==> src/rtl/kbd_pkg.sv <==
// Shared PS/2 scan-code constants and prefix-decoder types.
package kbd_pkg;

    localparam logic [7:0] PFX_E0 = 8'hE0;
    localparam logic [7:0] PFX_F0 = 8'hF0;
    localparam logic [7:0] PFX_E1 = 8'hE1;

    localparam logic [7:0] KEY_RIGHT = 8'h74;
    localparam logic [7:0] KEY_LEFT  = 8'h6B;
    localparam logic [7:0] KEY_FIRE  = 8'h29;

    // Pause is E1 plus seven more bytes that carry no key state.
    localparam logic [2:0] SKIP_LEN = 3'd7;

    typedef enum logic [2:0] {
        ST_IDLE,
        ST_EXT,
        ST_BRK,
        ST_EXT_BRK,
        ST_SKIP
    } pfx_state_t;

    typedef enum logic {
        DIR_LEFT,
        DIR_RIGHT
    } dir_t;

    function automatic logic is_prefix(input logic [7:0] b);
        return (b == PFX_E0) || (b == PFX_F0) || (b == PFX_E1);
    endfunction

endpackage

==> src/rtl/kbd_prefix_fsm.sv <==
// PS/2 prefix tracker: E0/F0/E1 handling, Pause skip and stale-prefix watchdog.
module kbd_prefix_fsm
    import kbd_pkg::*;
#(
    parameter int TIMEOUT = 1_000_000
) (
    input  logic       clk,
    input  logic       reset,
    input  logic       byteValid,
    input  logic [7:0] byteData,
    output logic       evStb,
    output logic [7:0] evCode,
    output logic       evExt,
    output logic       evBrk,
    output logic       seqError
);

    localparam int WD_W = (TIMEOUT > 1) ? $clog2(TIMEOUT) : 1;
    localparam logic [WD_W-1:0] WD_MAX = WD_W'(TIMEOUT - 1);

    pfx_state_t      state;
    pfx_state_t      nState;
    logic [2:0]      skipCnt;
    logic [2:0]      nSkip;
    logic [WD_W-1:0] wdCnt;
    logic            err;
    logic            fromIdle;

    assign evCode = byteData;

    always_comb begin
        nState   = state;
        nSkip    = skipCnt;
        evStb    = 1'b0;
        evExt    = 1'b0;
        evBrk    = 1'b0;
        err      = 1'b0;
        fromIdle = 1'b0;
        if (byteValid) begin
            unique case (state)
                ST_EXT: begin
                    if (byteData == PFX_F0) begin
                        nState = ST_EXT_BRK;
                    end else if (byteData == PFX_E1) begin
                        err      = 1'b1;
                        fromIdle = 1'b1;
                    end else if (byteData != PFX_E0) begin
                        evStb  = 1'b1;
                        evExt  = 1'b1;
                        nState = ST_IDLE;
                    end
                end
                ST_BRK, ST_EXT_BRK: begin
                    if (is_prefix(byteData)) begin
                        err      = 1'b1;
                        fromIdle = 1'b1;
                    end else begin
                        evStb  = 1'b1;
                        evBrk  = 1'b1;
                        evExt  = (state == ST_EXT_BRK);
                        nState = ST_IDLE;
                    end
                end
                ST_SKIP: begin
                    nSkip = skipCnt - 3'd1;
                    if (skipCnt <= 3'd1) begin
                        nState = ST_IDLE;
                    end
                end
                default: fromIdle = 1'b1;
            endcase
            // A misplaced prefix byte starts a fresh sequence.
            if (fromIdle) begin
                unique case (1'b1)
                    byteData == PFX_E0: nState = ST_EXT;
                    byteData == PFX_F0: nState = ST_BRK;
                    byteData == PFX_E1: begin
                        nState = ST_SKIP;
                        nSkip  = SKIP_LEN;
                    end
                    default: begin
                        evStb  = 1'b1;
                        nState = ST_IDLE;
                    end
                endcase
            end
        end else if (state != ST_IDLE && wdCnt == WD_MAX) begin
            nState = ST_IDLE;
            err    = 1'b1;
        end
    end

    always_ff @(posedge clk) begin
        if (reset) begin
            state    <= ST_IDLE;
            skipCnt  <= '0;
            wdCnt    <= '0;
            seqError <= 1'b0;
        end else begin
            state    <= nState;
            skipCnt  <= nSkip;
            seqError <= err;
            if (byteValid || state == ST_IDLE) begin
                wdCnt <= '0;
            end else if (wdCnt != WD_MAX) begin
                wdCnt <= wdCnt + 1'b1;
            end
        end
    end

endmodule

==> src/rtl/kbd_move_decoder.sv <==
// Scan-code stream to held arrow/space levels with left/right arbitration.
module kbd_move_decoder
    import kbd_pkg::*;
#(
    parameter logic [7:0] RIGHT_CODE = KEY_RIGHT,
    parameter logic [7:0] LEFT_CODE  = KEY_LEFT,
    parameter logic [7:0] FIRE_CODE  = KEY_FIRE,
    parameter int         TIMEOUT    = 1_000_000
) (
    input  logic       clk,
    input  logic       reset,
    input  logic       byteValid,
    input  logic [7:0] byteData,
    output logic       right,
    output logic       left,
    output logic       fire,
    output logic       firePulse,
    output logic       seqError
);

    logic       evStb;
    logic [7:0] evCode;
    logic       evExt;
    logic       evBrk;

    logic rHeld, lHeld, fHeld;
    logic nR, nL, nF, nPulse;
    dir_t lastDir, nDir;

    kbd_prefix_fsm #(
        .TIMEOUT(TIMEOUT)
    ) u_fsm (
        .clk      (clk),
        .reset    (reset),
        .byteValid(byteValid),
        .byteData (byteData),
        .evStb    (evStb),
        .evCode   (evCode),
        .evExt    (evExt),
        .evBrk    (evBrk),
        .seqError (seqError)
    );

    always_comb begin
        nR     = rHeld;
        nL     = lHeld;
        nF     = fHeld;
        nDir   = lastDir;
        nPulse = 1'b0;
        if (evStb) begin
            unique case (1'b1)
                evExt && evCode == RIGHT_CODE: begin
                    nR = !evBrk;
                    if (!evBrk) nDir = DIR_RIGHT;
                end
                evExt && evCode == LEFT_CODE: begin
                    nL = !evBrk;
                    if (!evBrk) nDir = DIR_LEFT;
                end
                !evExt && evCode == FIRE_CODE: begin
                    nF     = !evBrk;
                    nPulse = !evBrk && !fHeld;
                end
                default: ;
            endcase
        end
    end

    always_ff @(posedge clk) begin
        if (reset) begin
            rHeld     <= 1'b0;
            lHeld     <= 1'b0;
            fHeld     <= 1'b0;
            lastDir   <= DIR_LEFT;
            right     <= 1'b0;
            left      <= 1'b0;
            fire      <= 1'b0;
            firePulse <= 1'b0;
        end else begin
            rHeld     <= nR;
            lHeld     <= nL;
            fHeld     <= nF;
            lastDir   <= nDir;
            right     <= nR && (!nL || nDir == DIR_RIGHT);
            left      <= nL && (!nR || nDir == DIR_LEFT);
            fire      <= nF;
            firePulse <= nPulse;
        end
    end

endmodule
==> config.mk <==
export PLATFORM = sky130hd
export DESIGN_NAME = kbd_move_decoder
export DESIGN_NICKNAME = d
export VERILOG_FILES = /design/src/rtl/kbd_pkg.sv /design/src/rtl/kbd_prefix_fsm.sv /design/src/rtl/kbd_move_decoder.sv
export SDC_FILE = /design/constraint.sdc
export NUM_CORES = 1
export LEC_CHECK = 0
export BUFFER_PORTS_ARGS = -buffer_cell sky130_fd_sc_hd__buf_4
export CAP_MARGIN = 20
export CORE_UTILIZATION = 61
export DETAILED_ROUTE_END_ITERATION = 8
export GPL_ROUTABILITY_DRIVEN = 0
export GPL_TIMING_DRIVEN = 0
export PLACE_DENSITY_LB_ADDON = 0.1
export SLEW_MARGIN = 5
export SYNTH_ARGS = -nofsm -noshare
export SYNTH_HDL_FRONTEND = slang
export SYNTH_SLANG_ARGS = --single-unit
==> constraint.sdc <==
create_clock -name clk -period 4.7 [get_ports clk]
set_input_delay 0.235 -clock clk [delete_from_list [all_inputs] [get_ports clk]]
set_output_delay 0.235 -clock clk [all_outputs]
set_load 0.1 [all_outputs]
==> out/results.ini <==
[run_status]
status = finished, final reports clean

[hold_path]
min_to = rHeld
worst_hold_path_type = in -> reg
min_from = reset
hold_path_depth = 2

[critical_path]
cp-start-kind = flip-flop
r2r-start = u_fsm.wdCnt[0]
rr_endpoint = u_fsm.state[0]
end_kind = flip-flop
critical_path_peak_fanout = 8
slowest_delay_ns = 0.69
r2r_slack_ns = 2.66
crit_chain = ha_1 -> nand3_2 -> nor3_1 -> a2bb2oi_1 -> o32ai_1
path_class = reg -> reg
worst-r2r-cell-count = 5
required_ns = 4.91
cp.arrival_ns = 2.25
critPathSlowestCell = nor3_1

[power_and_ir_drop]
p_clk_frac = 0.468
p_switching_mw = 0.1101
peakVddDrop_v = 0.0003452
sw_frac_of_total = 0.1867
power_frac_seq = 0.489
p_comb_frac = 0.043
leakage_nw = 0.7171
p_int_mw = 0.4795
power.density_nw_per_um2 = 290.1

[timing]
setup_viol = 0
fin_crit_ns = 2.041
slew_headroom = 0.4851
setup_ws_ns = 2.659
hold_viol = 0
worstMarginPinSlew_ns = 0.7665
final.period_utilization = 0.4342
max_freq_ghz = 0.4901
slew_viol_final = 0
finalSetupTns_ns = 0
rsz0062_at_grt = false
fin_worst_skew_ns = 0.01636

[cells_and_area]
antenna_cells = 0
layout.area.seq_um2 = 680.7
utilization = 0.7368
fillers = 209
nets = 240
area_growth_pct = 14.37
stdcell_count = 258
multi_input_area_um2 = 1035
drive_above_1_share = 0.1762

[synthesis]
synth_top_area_share = 0.3831
synth_flop_cell = dfxtp_1
ys_warn_count = 0
synth_edf_count = 0
ys_types = 53
ys_seq_area_frac = 0.3831
postSynthAreaPerCell_um2 = 8.667
syn-num-nets = 219
synthTopCellsByArea = dfxtp_1 38%, xor2_1 9.4%, nor2_1 6.8%
ys_seq_elements = 34
syn_inst = 205
syn-cell-area_um2 = 1777
synth_area_leader_cell = dfxtp_1
async_reset_ff_frac = 0

[clocking]
holdBufCountCts = 0
cts_sinks = 34
cts_setup_buffers = 0
htreeDepth = 2
clk_pin_slew_ns = 0.10
clk_path_buf_depth = 2
clockRootBuffer = clkbuf_4
tritoncts = done
cts-buffers-inserted = 5
clkLatencyLatePin_ns = 0.33
cts_resized = 0

[global_route]
grt_pass1_wl_um = 6154
grt_use_total = 0.2495
antenna_found_initial = 0
grt_overflow = 0
grt_pass1_vias = 1458
grt_max_degree = 12

[placed_design]
dp_hpwl_um = 2662
pre_cts_ws_ns = 2.690
numPortBuffers = 14
dp_cells = 250

[run]
cap_violations = 0

[floorplan]
start_util = 0.6443
top_level_ports = 16
die_w_um = 55.97
placementRows = 19
dieArea_um2 = 3133
core_area_um2 = 2758
die_h_um = 55.97

[detailed_routing]
drt_first_iter_violations = 57
drt_wl_total_um = 3557
ant_nets = 0
drc = 0
wire_per_inst_um = 13.79
dr.pass1.iters = 4
drt-vias-per-instance = 5.895
vias = 1521

==> metal layers <==
metal  global-route usage  wire length, µm
met5                    0                0
met4               0.1220               65
met3              0.06744              169
met2               0.4354             1775
met1               0.2785             1547
==> registers in the layout, indices dropped and copies added, names as in the netlist <==
| register | count |
|---|---|
| lHeld | 1 |
| u_fsm.seqError | 1 |
| firePulse | 1 |
| lastDir | 1 |
| u_fsm.skipCnt | 3 |
| left | 1 |
| right | 1 |
| u_fsm.state | 3 |
| rHeld | 1 |
| u_fsm.wdCnt | 20 |
| fHeld | 1 |
==> power by group through the flow <==
stage	registers, mW	logic (mW)	clock network (mW)
floorplan	0.295	0.0121	0
global route	0.289	0.0273	0.294
detailed placement	0.295	0.0246	0
finish	0.288	0.0251	0.276
global placement	0.295	0.0238	0
CTS	0.288	0.0247	0.286
==> kinds of logic after synthesis <==
| group | Yosys count | share of synthesized area |
|---|---|---|
| simple gates | 101 | 0.3190 |
| mux | 3 | 0.01761 |
| flops | 34 | 0.3831 |
| fa+ha+maj | 3 | 0.02113 |
| compound gates | 29 | 0.1162 |
| xor+xnor | 22 | 0.1085 |
| buf+inv | 13 | 0.03450 |
==> cells in the mapped netlist, types with 2 or more instances <==
cell type,number
a21oi_1,7
a31oi_1,2
and3_1,3
and4_1,2
and4bb_2,2
clkbuf_1,4
dfxtp_1,34
ha_1,3
inv_1,6
mux2i_1,2
nand2_1,15
nand2b_1,4
nand3_1,5
nand3b_1,2
nand4_1,8
nor2_1,32
nor2b_1,2
nor3_1,7
nor4_1,4
nor4b_1,2
o211ai_1,2
o21ai_0,4
or3_1,2
or3b_2,2
xnor2_1,3
xor2_1,19
==> per-stage QoR <==
step           cell area, µm²  total power, mW  hold slack [ns]
3_5_place_dp             1921           0.3196           0.4631
6_report                 2032           0.5896           0.1198
4_1_cts                  2032           0.5988          0.09263
3_3_place_gp             1921           0.3188           0.4572
5_1_grt                  2032           0.6103          0.09236
2_1_floorplan            1777           0.3073           0.3017
==> worst max-delay path, delay by kind of cell (launching register included) <==
| family | cells | cell delay (ns) |
|---|---|---|
| simple gates | 2 | 0.89 |
| compound gates | 2 | 0.39 |
| flops | 1 | 0.38 |
| fa+ha+maj | 1 | 0.26 |
==> cell type report <==
type,count,share of cell area
Clock inverter,2,0.02956
Clock buffer,6,0.02525
Multi-Input combinational cell,158,0.5092
Inverter,6,0.01108
Sequential cell,34,0.3350
Timing Repair Buffer,14,0.05172
Buffer,7,0.01909
Tap cell,31,0.01909
==> placed cells by master (no fill, tap or decap), drive strengths merged, types with 5 or more instances in the layout <==
master and n:
nand2 15, xor2 19, clkbuf 10, nor2 32, buf 17, nand3 6
a21oi 8, inv 6, dfxtp 34, nand4 8, nor3 7, nand2b 5
==> worst max-delay path by stage <==
stage	startpoint	endpoint	slack, ns	cells after the start
global route	u_fsm.wdCnt[0]	u_fsm.state[0]	2.47	5
detailed placement	u_fsm.wdCnt[0]	u_fsm.state[0]	2.69	5
CTS	u_fsm.wdCnt[0]	u_fsm.state[0]	2.67	5
global placement	u_fsm.wdCnt[0]	u_fsm.state[0]	2.73	5
floorplan	byteData[1]	left	3.01	4
finish	u_fsm.wdCnt[0]	u_fsm.state[0]	2.66	5
No activity file was read; power rests on OpenSTA's default activity.
